--- config.mk ---
export PLATFORM = sky130hd
export DESIGN_NAME = pipe_skid_stage
export DESIGN_NICKNAME = d
export VERILOG_FILES = /design/src/rtl/pipe_skid_stage.sv
export SDC_FILE = /design/constraint.sdc
export NUM_CORES = 1
export LEC_CHECK = 0
export CAP_MARGIN = 25
export CORE_MARGIN = 3
export CORE_UTILIZATION = 40
export CTS_BUF_LIST = sky130_fd_sc_hd__clkbuf_4
export DETAILED_ROUTE_END_ITERATION = 12
export PLACE_DENSITY = 0.65
export REMOVE_ABC_BUFFERS = 1
export SETUP_SLACK_MARGIN = 0.3
export SYNTH_ARGS = -nofsm -noshare
export SYNTH_HDL_FRONTEND = slang
export SYNTH_SLANG_ARGS = --single-unit
--- constraint.sdc ---
create_clock -name clk -period 4.4 [get_ports clk]
set_clock_uncertainty 0.1 [all_clocks]
set_input_delay 0.88 -clock clk [delete_from_list [all_inputs] [get_ports clk]]
set_output_delay 0.88 -clock clk [all_outputs]
set_load 0.1 [all_outputs]
--- src/rtl/pipe_skid_stage.sv ---
// Two-entry skid buffer between a valid/ready producer and consumer, updated on the
// falling clock edge. in_ready comes only from registered state, so out_ready never reaches it combinationally.
module pipe_skid_stage #(
    parameter int DATA_W = 32,
    parameter int CTRL_W = 16,
    parameter int CNT_W  = 16
) (
    input  logic              clk,
    input  logic              reset,
    input  logic              flush,
    input  logic              in_valid,
    output logic              in_ready,
    input  logic [DATA_W-1:0] in_data,
    input  logic [CTRL_W-1:0] in_ctrl,
    output logic              out_valid,
    input  logic              out_ready,
    output logic [DATA_W-1:0] out_data,
    output logic [CTRL_W-1:0] out_ctrl,
    output logic [1:0]        occupancy,
    output logic [CNT_W-1:0]  stall_count
);

    typedef enum logic [1:0] {
        ST_EMPTY = 2'd0,
        ST_ONE   = 2'd1,
        ST_FULL  = 2'd2
    } state_t;

    state_t            r_state;
    state_t            w_state_nxt;
    logic [DATA_W-1:0] r_main_data;
    logic [DATA_W-1:0] r_skid_data;
    logic [CTRL_W-1:0] r_main_ctrl;
    logic [CTRL_W-1:0] r_skid_ctrl;
    logic [CNT_W-1:0]  r_stall_cnt;
    logic              w_push;
    logic              w_pop;
    logic              w_main_from_in;
    logic              w_main_from_skid;
    logic              w_skid_from_in;

    function automatic logic [CNT_W-1:0] sat_inc(input logic [CNT_W-1:0] v);
        return (&v) ? v : v + CNT_W'(1);
    endfunction

    assign in_ready    = (r_state != ST_FULL);
    assign out_valid   = (r_state != ST_EMPTY);
    assign out_data    = r_main_data;
    // A bubble must never present live control bits downstream.
    assign out_ctrl    = out_valid ? r_main_ctrl : '0;
    assign occupancy   = r_state;
    assign stall_count = r_stall_cnt;

    assign w_push = in_valid & in_ready;
    assign w_pop  = out_valid & out_ready;

    always_comb begin
        w_state_nxt      = r_state;
        w_main_from_in   = 1'b0;
        w_main_from_skid = 1'b0;
        w_skid_from_in   = 1'b0;
        if (flush) begin
            w_state_nxt = ST_EMPTY;
        end else begin
            case (r_state)
                ST_EMPTY: begin
                    if (w_push) begin
                        w_state_nxt    = ST_ONE;
                        w_main_from_in = 1'b1;
                    end
                end
                ST_ONE: begin
                    if (w_push && w_pop) begin
                        w_main_from_in = 1'b1;
                    end else if (w_push) begin
                        w_state_nxt    = ST_FULL;
                        w_skid_from_in = 1'b1;
                    end else if (w_pop) begin
                        w_state_nxt = ST_EMPTY;
                    end
                end
                ST_FULL: begin
                    if (w_pop) begin
                        w_state_nxt      = ST_ONE;
                        w_main_from_skid = 1'b1;
                    end
                end
                default: w_state_nxt = ST_EMPTY;
            endcase
        end
    end

    always_ff @(negedge clk or posedge reset) begin
        if (reset) begin
            r_state <= ST_EMPTY;
        end else begin
            r_state <= w_state_nxt;
        end
    end

    // Flush clears only the control bits; stale payload is harmless once the stage is empty.
    always_ff @(negedge clk or posedge reset) begin
        if (reset) begin
            r_main_data <= '0;
            r_main_ctrl <= '0;
            r_skid_data <= '0;
            r_skid_ctrl <= '0;
        end else if (flush) begin
            r_main_ctrl <= '0;
            r_skid_ctrl <= '0;
        end else begin
            if (w_main_from_in) begin
                r_main_data <= in_data;
                r_main_ctrl <= in_ctrl;
            end else if (w_main_from_skid) begin
                r_main_data <= r_skid_data;
                r_main_ctrl <= r_skid_ctrl;
            end
            if (w_skid_from_in) begin
                r_skid_data <= in_data;
                r_skid_ctrl <= in_ctrl;
            end
        end
    end

    always_ff @(negedge clk or posedge reset) begin
        if (reset) begin
            r_stall_cnt <= '0;
        end else if (out_valid && !out_ready && !flush) begin
            r_stall_cnt <= sat_inc(r_stall_cnt);
        end
    end

endmodule

Yosys cells after proc, flatten, opt, wreduce, memory -nomap -nowiden
Index checks and enable logic that the tools add are counted.
Storage, ports and cells
  flip-flop bits (word level): 114
  bits of input ports: 53
  output and inout port bits: 68
  word-level logic and storage cells: 58
Cells by class
  add/subtract/negate cells: 1
  eq/ne operators: 7
  muxes and demuxes: 25
  bitwise operators: 4
  reduce and logical (&&, ||, !) cells: 15
Operator list (number)
  16-bit 2-to-1 mux: 6
  32-bit 2-to-1 mux: 2
  16-bit by 1-bit adder with 16-bit output, second input constant: 1
  16-bit AND reduction: 1
  2-bit 2-to-1 mux: 6
  1-bit 2-to-1 mux: 9
  3-bit != test, second input constant: 3
  2-bit one-hot mux with 3 select lines: 1
  2-bit AND reduction: 3
  2-bit nonzero test: 3
  4-bit != test, second input constant: 1
  4-bit AND reduction: 1
  1-bit logical AND: 3
  3-bit nonzero test: 1
  1-bit bitwise AND: 2
  2-bit by 1-bit equality test with 1-bit output, second input constant: 1
  2-bit equality test, second input constant: 1
  1-bit logical NOT: 2
  2-bit logical NOT: 1
  2-bit != test, second input constant: 1
  1-bit inverter: 2
  1-bit one-hot mux with 2 select lines: 1

Depth between registers and ports, before layout
  depth after elaboration: 8
  mapped depth: 6
  depth with buffers taken out: 5

==> flow_summary.toml <==
[critical_path]
path_max_fanout = 17
cp_slowest_cell = "dfrtn_1"
cp-start-kind = "flop"
path_cells = "or2_4 -> buf_12 -> and2_4 -> buf_12"
crit_buf_inv = 2
r2r-start = "occupancy[1]"
cp.arrival_ps = 3740
timing.critical_path.mode_cell = "buf_12"
cp-end-kind = "output pin"
crit_family = "simple AND/OR/NAND/NOR gates"
critPathMaxStageDelay_ps = 360
rr_endpoint = "out_data[1]"
reg2reg_slack_ps = 2050
critPathKind = "reg2out"
required_ps = 3420
r2r_cells = 14

[placed_design]
io_buffers = 120
dp_hpwl_um = 9120
place.gp.congestion = 0.860
post-place-ws_ps = -494
place_inst = 759

[routing]
vias = 4507
drc_errors = 0
wl_per_cell_um = 17.9
ant_nets = 0
drt-total-wl_um = 15100
avgViaCountPerCell = 5.36
firstDrtPassIters = 4
drt_iter0_drc = 255

[sta]
hold_viol_final = 0
worstMarginPinSlew_ps = 395
setup_viol = 20
setup_ws_ps = -324
rsz0062_at_grt = "true"
drv_slew = 0
relSlewSlack_pct = 73.5
fin_hold_ws_ps = 324

[global_routing]
track_usage_pct = 23.3
antenna_found_initial = 0
grt_overflow = 0
grt_pass1_vias = 4790
grt_max_degree = 33
grt_pass1_wl_um = 24400

[layout]
multi_input_area_sq_mm = 0.00213
syn_to_final_growth_pct = 71.4
layout_common_cells = "184 x nand2_1, 114 x dfrtn_1, 83 x buf_12"
drive_gt1_share_pct = 34.8
fin_nets = 739
layout_commonest_cell = "nand2_1"
seqCellArea_sq_mm = 0.00285
fin_cells = 841
diodes = 0
fill_cells = 789

[die]
io_pins = 121
initial_utilization_pct = 41.8
core-area_sq_mm = 0.0117
die-area_sq_mm = 0.0136
rows = 39
die_y_um = 116
die_x_um = 116

[logic_synthesis]
netlist_instances = 492
ys_warn_count = 0
synth_seq_cells = 114
synth.avg_cell_area_sq_um = 9.92
syn_area_sq_mm = 0.00488
yosysSeqAreaShare_pct = 58.5
synth_cell_types = 42

[hold_path]
min_to = "r_skid_data[11]"
min_delay_path_depth = 2
min_from = "r_skid_data[11]"
hp-class = "reg2reg"

[power]
ir_drop_mv = 0.340
fin_total_pwr_mw = 3.68
static-leakage-power_nw = 4.01
power.density_mw_per_mm2 = 440

[clock_network]
clkTransAtPathRegs_ps = 70
clkLatencyLatePin_ps = 440
clockRootBuffer = "clkbuf_4"
cts_buffer_depth = 2
tritoncts = "built"
cts.sinks = 114
htree_levels = 4
cts_buffers = 17

[status]
status = "finished, violations left"
failed_checks = "negative setup slack"

[flow_run]
drv_cap = 0
power by group:
group / leakage, nW / total [mW] / internal, mW / switching [mW]
sequential: 1.47 / 1.38 / 1.23 / 0.152
combinational: 2.38 / 1.45 / 0.576 / 0.874
clock: 0.156 / 0.847 / 0.453 / 0.394
total: 4.01 / 3.68 / 2.26 / 1.42
cell families (layout without fill, tap and decap cells):
group | Yosys count | in the layout | synth area share, %
xor gates and xnor gates | 15 | 15 | 2.69
muxes | 2 | 2 | 0.436
AOI/OAI and AO/OA | 86 | 86 | 13.4
buffers and inverters | 30 | 236 | 3.05
adders and majority gates | 1 | 1 | 0.256
DFF | 114 | 114 | 58.5
and+or+nand+nor | 244 | 244 | 21.7
sequential cells by signal, summed over array words and instances, names as in the netlist:
| register | count |
|---|---|
| out_data | 32 |
| r_skid_data | 32 |
| r_main_ctrl | 16 |
| r_skid_ctrl | 16 |
| stall_count | 16 |
| occupancy | 2 |
synth_stat cells (all sizes together):
cell,n,area (sq um)
o22a,1,8.76
nand4b,1,8.76
a21oi,3,18.8
nor3,6,30.0
or3b,1,11.3
a22oi,32,240
a2bb2oi,16,146
ha,1,12.5
and2,17,106
o32a,1,10.0
nand4,5,31.3
nand2,186,701
a21boi,1,7.51
nor3b,2,15.0
xor2,15,131
a22o,16,140
mux2i,1,10.0
or3,1,6.26
nor2,7,28.8
o21ai,16,80.1
buf,13,83.8
or2b,1,7.51
dfrtn,114,2850
and3,3,18.8
inv,2,7.51
clkbuf,15,57.6
nor4b,2,23.8
or2,1,6.26
nand3,3,15.0
nor4,5,31.3
nor2b,2,12.5
mux2,1,11.3
nand2b,1,6.26
how the worst max path moves through the flow:
stage	from	end	slack, ps	cells after the start
2_1_floorplan	occupancy[1]	out_ctrl[0]	-1700	2
3_3_place_gp	in_valid	r_main_ctrl[4]	-420	7
3_5_place_dp	out_ready	r_main_ctrl[0]	-490	6
4_1_cts	occupancy[1]	out_ctrl[12]	-340	4
5_1_grt	occupancy[1]	out_ctrl[2]	-390	4
6_report	occupancy[1]	out_ctrl[4]	-320	4
tightest hold or removal path: cells and delay by family, from the launching register on:
kind | cells | cell delay, ps
flip-flops | 1 | 410
AND/OR/NAND/NOR | 2 | 110
timing repair:
item,in CTS,in global routing
cloned,6,1
hold buffers,0,0
setup endpoints to repair,180,109
setup buffers,38,5
resized for setup,56,37
pin swaps,11,57
routing by layer:
metal	vias up	part of all wire, %	track usage [%]
met3	12	7.0	6.11
met4	0	0.94	7.27
met1	2261	42	30.6
met5	-	0	0
met2	162	50	37.9
li1	2072	-	-
through the flow:
step           utilization (%)  cell area [sq um]  setup TNS [ps]
5_1_grt                   71.7               8360           -7190
3_3_place_gp              61.8               7210          -38680
3_5_place_dp              61.8               7210          -43360
4_1_cts                   69.7               8130           -5980
2_1_floorplan                -               4740         -288470
6_report                  71.7               8360           -5720
final cells by class:
type / instances / share of cell area, %
repair buffers: 202 / 34.5
flip-flops and latches: 114 / 34.1
inverters: 2 / 0.120
well taps: 143 / 2.14
clock inverters: 13 / 1.99
clock buffers: 19 / 1.71
multi-input cells: 348 / 25.4
Note: power is estimated with default switching activity, not from simulation.
